<file path="src/rtl/serial_add_arbiter.sv">
// Two-requester round-robin front end sharing one bit-serial full adder (LSB first, registered carry).
// Optional subtract support is built only when SERIAL_ADD_ARBITER_SUB_EN is defined.
module full_adder (
    input  logic a_i,
    input  logic b_i,
    input  logic c_i,
    output logic s_o,
    output logic co_o
);
    assign s_o  = a_i ^ b_i ^ c_i;
    assign co_o = (a_i & b_i) | (a_i & c_i) | (b_i & c_i);
endmodule

module serial_add_arbiter #(
    parameter int WIDTH = 8
) (
    input  logic             clk,
    input  logic             rst,
    input  logic             req0_valid,
    output logic             req0_ready,
    input  logic [WIDTH-1:0] req0_a,
    input  logic [WIDTH-1:0] req0_b,
    input  logic             req0_cin,
    input  logic             req0_sub,
    input  logic             req1_valid,
    output logic             req1_ready,
    input  logic [WIDTH-1:0] req1_a,
    input  logic [WIDTH-1:0] req1_b,
    input  logic             req1_cin,
    input  logic             req1_sub,
    output logic             rsp_valid,
    input  logic             rsp_ready,
    output logic             rsp_id,
    output logic [WIDTH-1:0] rsp_sum,
    output logic             rsp_cout
);
    localparam int CW = $clog2(WIDTH + 1);

    typedef enum logic [1:0] {
        IDLE  = 2'd0,
        SHIFT = 2'd1,
        DONE  = 2'd2
    } state_t;

    state_t            state_q;
    logic [WIDTH-1:0]  a_q, b_q, sum_q, sum_d;
    logic [CW-1:0]     cnt_q;
    logic              carry_q, last_grant_q;
    logic              rsp_valid_q, rsp_id_q, rsp_cout_q;
    logic [WIDTH-1:0]  rsp_sum_q;

    logic              grant_s, accept_s;
    logic [WIDTH-1:0]  sel_a_s, sel_b_s, eff_b_s;
    logic              sel_cin_s, eff_cin_s;
    logic              fa_sum_s, fa_cout_s;

    // Round-robin grant and operand selection for the requester that would be accepted.
    always_comb begin
        grant_s   = 1'b0;
        sel_a_s   = req0_a;
        sel_b_s   = req0_b;
        sel_cin_s = req0_cin;
        if (req0_valid && req1_valid) begin
            grant_s = ~last_grant_q;
        end else if (req1_valid) begin
            grant_s = 1'b1;
        end else begin
            grant_s = 1'b0;
        end
        if (grant_s) begin
            sel_a_s   = req1_a;
            sel_b_s   = req1_b;
            sel_cin_s = req1_cin;
        end else begin
            sel_a_s   = req0_a;
            sel_b_s   = req0_b;
            sel_cin_s = req0_cin;
        end
    end

`ifdef SERIAL_ADD_ARBITER_SUB_EN
    logic sel_sub_s;
    // Subtraction is a + ~b + 1; the caller's carry-in is ignored.
    always_comb begin
        sel_sub_s = grant_s ? req1_sub : req0_sub;
        if (sel_sub_s) begin
            eff_b_s   = ~sel_b_s;
            eff_cin_s = 1'b1;
        end else begin
            eff_b_s   = sel_b_s;
            eff_cin_s = sel_cin_s;
        end
    end
`else
    logic unused_sub_s;
    assign unused_sub_s = req0_sub ^ req1_sub;
    assign eff_b_s      = sel_b_s;
    assign eff_cin_s    = sel_cin_s;
`endif

    assign req0_ready = (state_q == IDLE) && req0_valid && !grant_s;
    assign req1_ready = (state_q == IDLE) && req1_valid &&  grant_s;
    assign accept_s   = req0_ready || req1_ready;

    full_adder u_fa (
        .a_i  (a_q[0]),
        .b_i  (b_q[0]),
        .c_i  (carry_q),
        .s_o  (fa_sum_s),
        .co_o (fa_cout_s)
    );

    // New sum bit enters at the MSB so that after WIDTH shifts bit 0 lands at index 0.
    always_comb begin
        sum_d            = sum_q >> 1;
        sum_d[WIDTH-1]   = fa_sum_s;
    end

    // Control FSM with datapath shift registers and registered response outputs.
    always_ff @(posedge clk or posedge rst) begin
        if (rst) begin
            state_q      <= IDLE;
            a_q          <= {WIDTH{1'b0}};
            b_q          <= {WIDTH{1'b0}};
            sum_q        <= {WIDTH{1'b0}};
            carry_q      <= 1'b0;
            cnt_q        <= {CW{1'b0}};
            last_grant_q <= 1'b1;
            rsp_valid_q  <= 1'b0;
            rsp_id_q     <= 1'b0;
            rsp_sum_q    <= {WIDTH{1'b0}};
            rsp_cout_q   <= 1'b0;
        end else begin
            case (state_q)
                IDLE: begin
                    if (accept_s) begin
                        a_q          <= sel_a_s;
                        b_q          <= eff_b_s;
                        carry_q      <= eff_cin_s;
                        cnt_q        <= {CW{1'b0}};
                        last_grant_q <= grant_s;
                        rsp_id_q     <= grant_s;
                        state_q      <= SHIFT;
                    end else begin
                        state_q      <= IDLE;
                    end
                end
                SHIFT: begin
                    a_q     <= a_q >> 1;
                    b_q     <= b_q >> 1;
                    carry_q <= fa_cout_s;
                    sum_q   <= sum_d;
                    cnt_q   <= cnt_q + {{(CW-1){1'b0}}, 1'b1};
                    if (cnt_q == CW'(WIDTH - 1)) begin
                        rsp_sum_q   <= sum_d;
                        rsp_cout_q  <= fa_cout_s;
                        rsp_valid_q <= 1'b1;
                        state_q     <= DONE;
                    end else begin
                        state_q     <= SHIFT;
                    end
                end
                DONE: begin
                    if (rsp_ready) begin
                        rsp_valid_q <= 1'b0;
                        state_q     <= IDLE;
                    end else begin
                        state_q     <= DONE;
                    end
                end
                default: begin
                    rsp_valid_q <= 1'b0;
                    state_q     <= IDLE;
                end
            endcase
        end
    end

    assign rsp_valid = rsp_valid_q;
    assign rsp_id    = rsp_id_q;
    assign rsp_sum   = rsp_sum_q;
    assign rsp_cout  = rsp_cout_q;
endmodule

</file>
<file path="config.mk">
export PLATFORM = sky130hd
export DESIGN_NAME = serial_add_arbiter
export DESIGN_NICKNAME = d
export VERILOG_FILES = /design/src/rtl/serial_add_arbiter.sv
export SDC_FILE = /design/constraint.sdc
export NUM_CORES = 1
export LEC_CHECK = 0
export ABC_AREA = 1
export CAP_MARGIN = 20
export CORE_MARGIN = 3
export CORE_UTILIZATION = 25
export CTS_CLUSTER_DIAMETER = 80
export DETAILED_ROUTE_END_ITERATION = 8
export GPL_ROUTABILITY_DRIVEN = 1
export PLACE_DENSITY_LB_ADDON = 0.15
export SYNTH_ARGS = -nofsm -noshare
export SYNTH_HDL_FRONTEND = slang
export SYNTH_SLANG_ARGS = --single-unit
</file>
<file path="constraint.sdc">
create_clock -name clk -period 1.2 [get_ports clk]
set_clock_uncertainty 0.1 [all_clocks]
set_input_delay 0.18 -clock clk [delete_from_list [all_inputs] [get_ports clk]]
set_output_delay 0.18 -clock clk [all_outputs]
set_load 0.01 [all_outputs]
</file>
**Word-level counts from Yosys, hierarchy flattened**

Index checks and enable logic that the tools add are counted.
W data, S select, Z words.

- Bits in registers: 43
- Bits in latches: 0
- Bits in writable memories: 0
- ROM bits: 0
- Bits of input ports: 41
- Output and inout port bits: 13
- Logic and storage cells: 60
- Memories: 0

- Add/subtract/negate cells: 1
- $mul: 0
- Div/mod/pow operators: 0
- Magnitude comparators: 0
- Equality and inequality tests: 6
- Shift operators: 0
- Mux-type cells: 20
- Bitwise gates (word level): 9
- Reduce and logical (&&, ||, !) cells: 13

Operators with widths:

| cell | count |
|---|---|
| $mux W8 | 4 |
| $pmux W8 S2 | 2 |
| $pmux W4 S2 | 1 |
| $mux W1 | 7 |
| $ne A2 B2 Y1 const B | 3 |
| $pmux W2 S3 | 1 |
| $reduce_and A2 Y1 | 3 |
| $logic_and A1 B1 Y1 | 5 |
| $add A4 B1 Y4 const B | 1 |
| $eq A4 B3 Y1 const B | 1 |
| $mux W2 | 2 |
| $mux W4 | 1 |
| $and A1 B1 Y1 | 3 |
| $pmux W1 S3 | 1 |
| $reduce_and A3 Y1 | 1 |
| $eq A2 B1 Y1 const B | 1 |
| $eq A2 B2 Y1 const B | 1 |
| $logic_not A2 Y1 | 1 |
| $not A1 Y1 | 2 |
| $or A1 B1 Y1 | 2 |
| $pmux W1 S2 | 1 |
| $reduce_bool A2 Y1 | 1 |
| $xor A1 B1 Y1 | 2 |
| $logic_not A1 Y1 | 1 |
| $logic_or A1 B1 Y1 | 1 |

**Longest topological paths before layout**

- Word-level depth: 7
- Mapped depth: 8
- Depth with buffers taken out: 6

**Modules after synthesis**

Synthesis repeated with hierarchy kept, for this count alone.

- Cell total of the unflattened synthesis: 278
- Area, all modules: 2243.4 um2

Modules (own cells, without submodules):

| module | instances | cells an instance | area an instance (um2) | seq. area each (um2) |
|---|---|---|---|---|
| serial_add_arbiter | 1 | 277 | 2223.4 | 1052.3 |
| full_adder | 1 | 1 | 20.0 | 0.0 |

**Worst setup path after synthesis**

OpenSTA, ideal clock, no wires.

- Kind: reg2out
- Start: reg last_grant_q
- End: out req0_ready
- Arrival: 1.259 ns
- Slack: -0.339 ns
- Stages on the path, launching flop included: 6
- Cell sequence: dfstp_2 nand2_1 nand2_1 buf_4 inv_1 nor4_1

- Longest elaborated chain between the ends: 4

RTL lines:

| item | line | RTL |
|---|---|---|
| start: declaration | 48 | `logic carry_q, last_grant_q;` |
| start signal: assignment | 141 | `last_grant_q <= grant_s;` |
| $not A1 Y1 | 64 | `grant_s = ~last_grant_q;` |
| $mux W1 | 63 | `if (req0_valid && req1_valid) begin` |
| $logic_not A1 Y1 | 101 | `assign req0_ready = (state_q == IDLE) && req0_valid && !grant_s;` |
| $logic_and A1 B1 Y1 | 101 |  |
| end: declaration | 20 | `output logic req0_ready,` |

Every way passes these cells.

**Final worst setup path**

- Start: reg last_grant_q
- End: out req1_ready

- Longest elaborated chain between the ends: 3

RTL lines:

| item | line | RTL |
|---|---|---|
| $not A1 Y1 | 64 |  |
| $mux W1 | 63 |  |
| $logic_and A1 B1 Y1 | 102 | `assign req1_ready = (state_q == IDLE) && req1_valid && grant_s;` |
| end: declaration | 26 | `output logic req1_ready,` |

Every way passes these cells.

==> results.txt <==
* Combinational family with the most area after synthesis: simple AND/OR/NAND/NOR gates
- Growth of design area from synthesis to finish: 81.3%
* Routed wirelength normalized by instance count: around 14 um
- After Yosys synthesis, and, or, nand and nor cells account for 28.5% of the synthesized area.
- The initial antenna violation count is 0.
* Final Cycle Share: 133%
- Once detailed placement completed, the half-perimeter wirelength came to approximately 3700 um.
- Setup violations remaining at the end of the flow were counted as 39.
- Share of power burned in registers: 26.3%
- Netlist area before placement: 2210 um^2
* Die height: ~100 um
- Number of instances in the synthesized netlist: 276
- Core Rows: 33
* Wire length of the first global-routing pass: 10600 um
- Combinational cells account for a little under two thirds of the total power.
* DR vias: 2215
* Number of nets in the layout: between 400 and 500
* Number of nets still failing antenna checks after routing: 0
- Count of endpoints failing hold in the final timing report: 0
- Registers take 1050 um^2.
- CTS tree: done
* Status: finished with violations
- The die covers 10000 um^2.
* Maximum vdd ir drop: 0.765 mV
- Actual slew at the worst max-slew pin: 178 ps
- The final reports fail on negative setup slack.
- After synthesis, the largest area contributor takes up 46.4% of total cell area.
- Library cells used by synthesis: 24
* Met3 Usage GRT: 3.06%
* Peak Freq: 628 MHz
* Clock slew seen by the registers of the worst setup and hold paths: approximately 80 ps
* #FFs+latches synth: 42
* Num CTS Buffers: 5
- For this run, design rule violations remaining after detail routing come to 0.
* Sw frac: roughly two fifths
* Critical Path AT: 1310 ps
* Met2 capacity usage during global routing: between 20% and 30%
* Via density: between 4 and 5
- Port buffering added 51 buffers.
- Clock Latency Late Sink: about 300 ps
* Met1 Resource Use GR: between 15 and 20%
- Post-Place Cells: 444
- Maximum level of the CTS H-tree: 2
- Combined area of the multi-input logic cells: 1290 um^2
* Final non-filler cell total: 488
* Most used cells in the layout excluding fill and tap cells: nand2_1, dfrtp_1, clkdlybuf4s50_1
- Of the total synthesized cell area, the portion taken by full adders, half adders and majority gates is ~1.5%.
* Type of the setup path with the least slack: flip-flop to output port
* Share of synthesized area occupied by flip-flops and latches: 47.6%
* Via count of the first global-routing pass: 2230
- Along the worst path, the maximum fanout reaches 2.
* Time the worst path needs with I/O delays and setup: between 1500 and 2000 ps
- Clock power frac: 9.9%
- The analysis attributes to cell leakage a power of 1.92 nW.
- PnR Total Power: 9.86 mW
- Summed over all layers, the routed wires come to 6650 um.
* Maximum count of clock buffers along a single path: 2
- Share of post-route cells with drive strength above 1: 44.6%
* Pwr Density: around 2500 nW/um^2
* Net load switching power: 3.98 mW
- Busiest metal layer after global routing: met2
- Once layout is complete, the utilization of the core stands at 47.6%.
- Library cell occupying the most area in the post-synthesis netlist: dfrtp_1
- Setup slack on the critical path of the routed design comes to -392 ps.
* Post-place setup slack: -745 ps
- For this design, the CTS-stage hold fixing added 0 buffers.
- From left edge to right edge, the die measures 100 um.
- The repair_antennas step left the layout with diodes totalling 0.
- Fraction of synthesized area in multiplexers: 0%
- I/O Pins: 54
- Most common cell after layout, fill and taps aside: nand2_1
* Final slew viol count: 0
- Category of the worst setup path capture point: output port
* Floorplan Core Area: 8420 um^2
- Router iterations before antenna repair: 5
- For this design, the sink count on the clock tree is 42.
* Number of maximum-capacitance violations: 0
- Total gr overflow: 0
- Summing the areas of all xor and xnor instances in the mapped netlist gives 0.396% of the synthesized area.
- Required time at the worst-slack endpoint: approximately 920 ps
- The Yosys step of the flow raised 0 warnings.
- For the final routed database, the setup TNS stands at -7990 ps.
* Class of the most critical hold timing path: input port to async pin
* Pin count of the biggest net entering global routing: 20
- In this run, the number of DRC markers left after iteration 0 of detailed routing was 36.
- Summing the areas of all compound-gate instances in the mapped netlist gives 10.1% of the synthesized area.
- STA classifies the critical path startpoint as a flip-flop.
- For this run, the total global-route usage over all layers was measured as 13.1%.
* Net count after synthesis: 319
- Setup repair after global routing could not meet its margin everywhere.
- Once the floorplan was initialized, standard cells occupied 26.3% of the core.
* Clock root buffer: clkbuf_8
* Placer's final routability congestion estimate: ~0.74
- Fillers: 820
* Headroom to the max-slew limit: between 80 and 90%
- A synthesized cell averages 8.01 um^2.
* Cell types occupying the most area after synthesis: dfrtp_1, nand2_1, nand3_1
- The internal power of the cells totals 5.88 mW.
==> final cells by class <==
cell class | count | share of cell area (%)
clock buffers | 7 | 2.15
clock inverters | 1 | 0.125
inverters | 34 | 3.84
multi-input cells | 186 | 32.1
flip-flops and latches | 42 | 26.3
well taps | 105 | 3.28
repair buffers | 113 | 32.2
==> kinds of logic after synthesis <==
family | after synthesis
AO/OA/AOI/OAI | 38
XOR/XNOR | 1
adder cells (fa/ha/maj) | 2
buffers and inverters | 51
flip-flops | 42
AND/OR/NAND/NOR | 142
==> worst paths after layout <==
kind / endpoint / cells after the start / slack (ps) / from
hold reg to reg: last_grant_q / 2 / 390 / last_grant_q
hold / removal: cnt_q[1] / 3 / 200 / rst
max in group asynchronous: a_q[6] / 3 / 570 / rst
min in group clk: b_q[7] / 3 / 370 / req1_b[7]
setup / recovery: req1_ready / 7 / -390 / last_grant_q
setup reg to reg: b_q[4] / 7 / -290 / last_grant_q
==> critical path: stages (launching register included) <==
cell and delay, ps:
dfstp_2 560, nand2_4 60, nand2_4 70, inv_4 40
buf_6 110, nand2_4 50, inv_2 30, buf_6 100
==> flip-flops by register name, summed over array words and instances, names as in the netlist <==
name	flops
a_q	8
rsp_valid	1
last_grant_q	1
rsp_cout	1
rsp_sum	8
carry_q	1
rsp_id	1
sum_q	7
cnt_q	4
b_q	8
state_q	2
==> routing by layer <==
layer	wire length (um)	vias to the layer above
met4	132	0
met5	0	-
met3	376	12
met1	2830	1039
li1	-	1100
met2	3300	64
==> stage by stage <==
step / hold slack [ps] / cell area [um^2]
finish: 202 / 4010
global route: 221 / 4010
CTS: 213 / 3700
detailed placement: 373 / 3060
global placement: 363 / 3060
floorplan: 71.1 / 2300
==> timing repair <==
action / 4_1_cts / 5_1_grt
endpoints found under the setup margin: 55 / 49
pin swaps: 13 / 9
resized for setup: 133 / 45
buffers inserted: 14 / 11
gates cloned: 9 / 5
==> synth_stat cells, drive strengths merged <==
library cell and n:
nand3 52, nor4 1, nand2 82, fa 1, a22oi 1, dfstp 1, a21oi 1, buf 17
ha 1, nor2 5, nand4 1, xnor2 1, inv 34, or2 1, o21ai 36, dfrtp 41
==> power by group through the flow <==
stage	registers [mW]	clock network, mW	logic [mW]
after floorplan	2.59	0	2.40
after global placement	2.54	0	3.77
after detailed placement	2.54	0	3.81
after CTS	2.55	0.988	5.53
after global routing	2.67	1.06	6.93
final	2.59	0.971	6.29
Power figures use the tool's default switching activity.
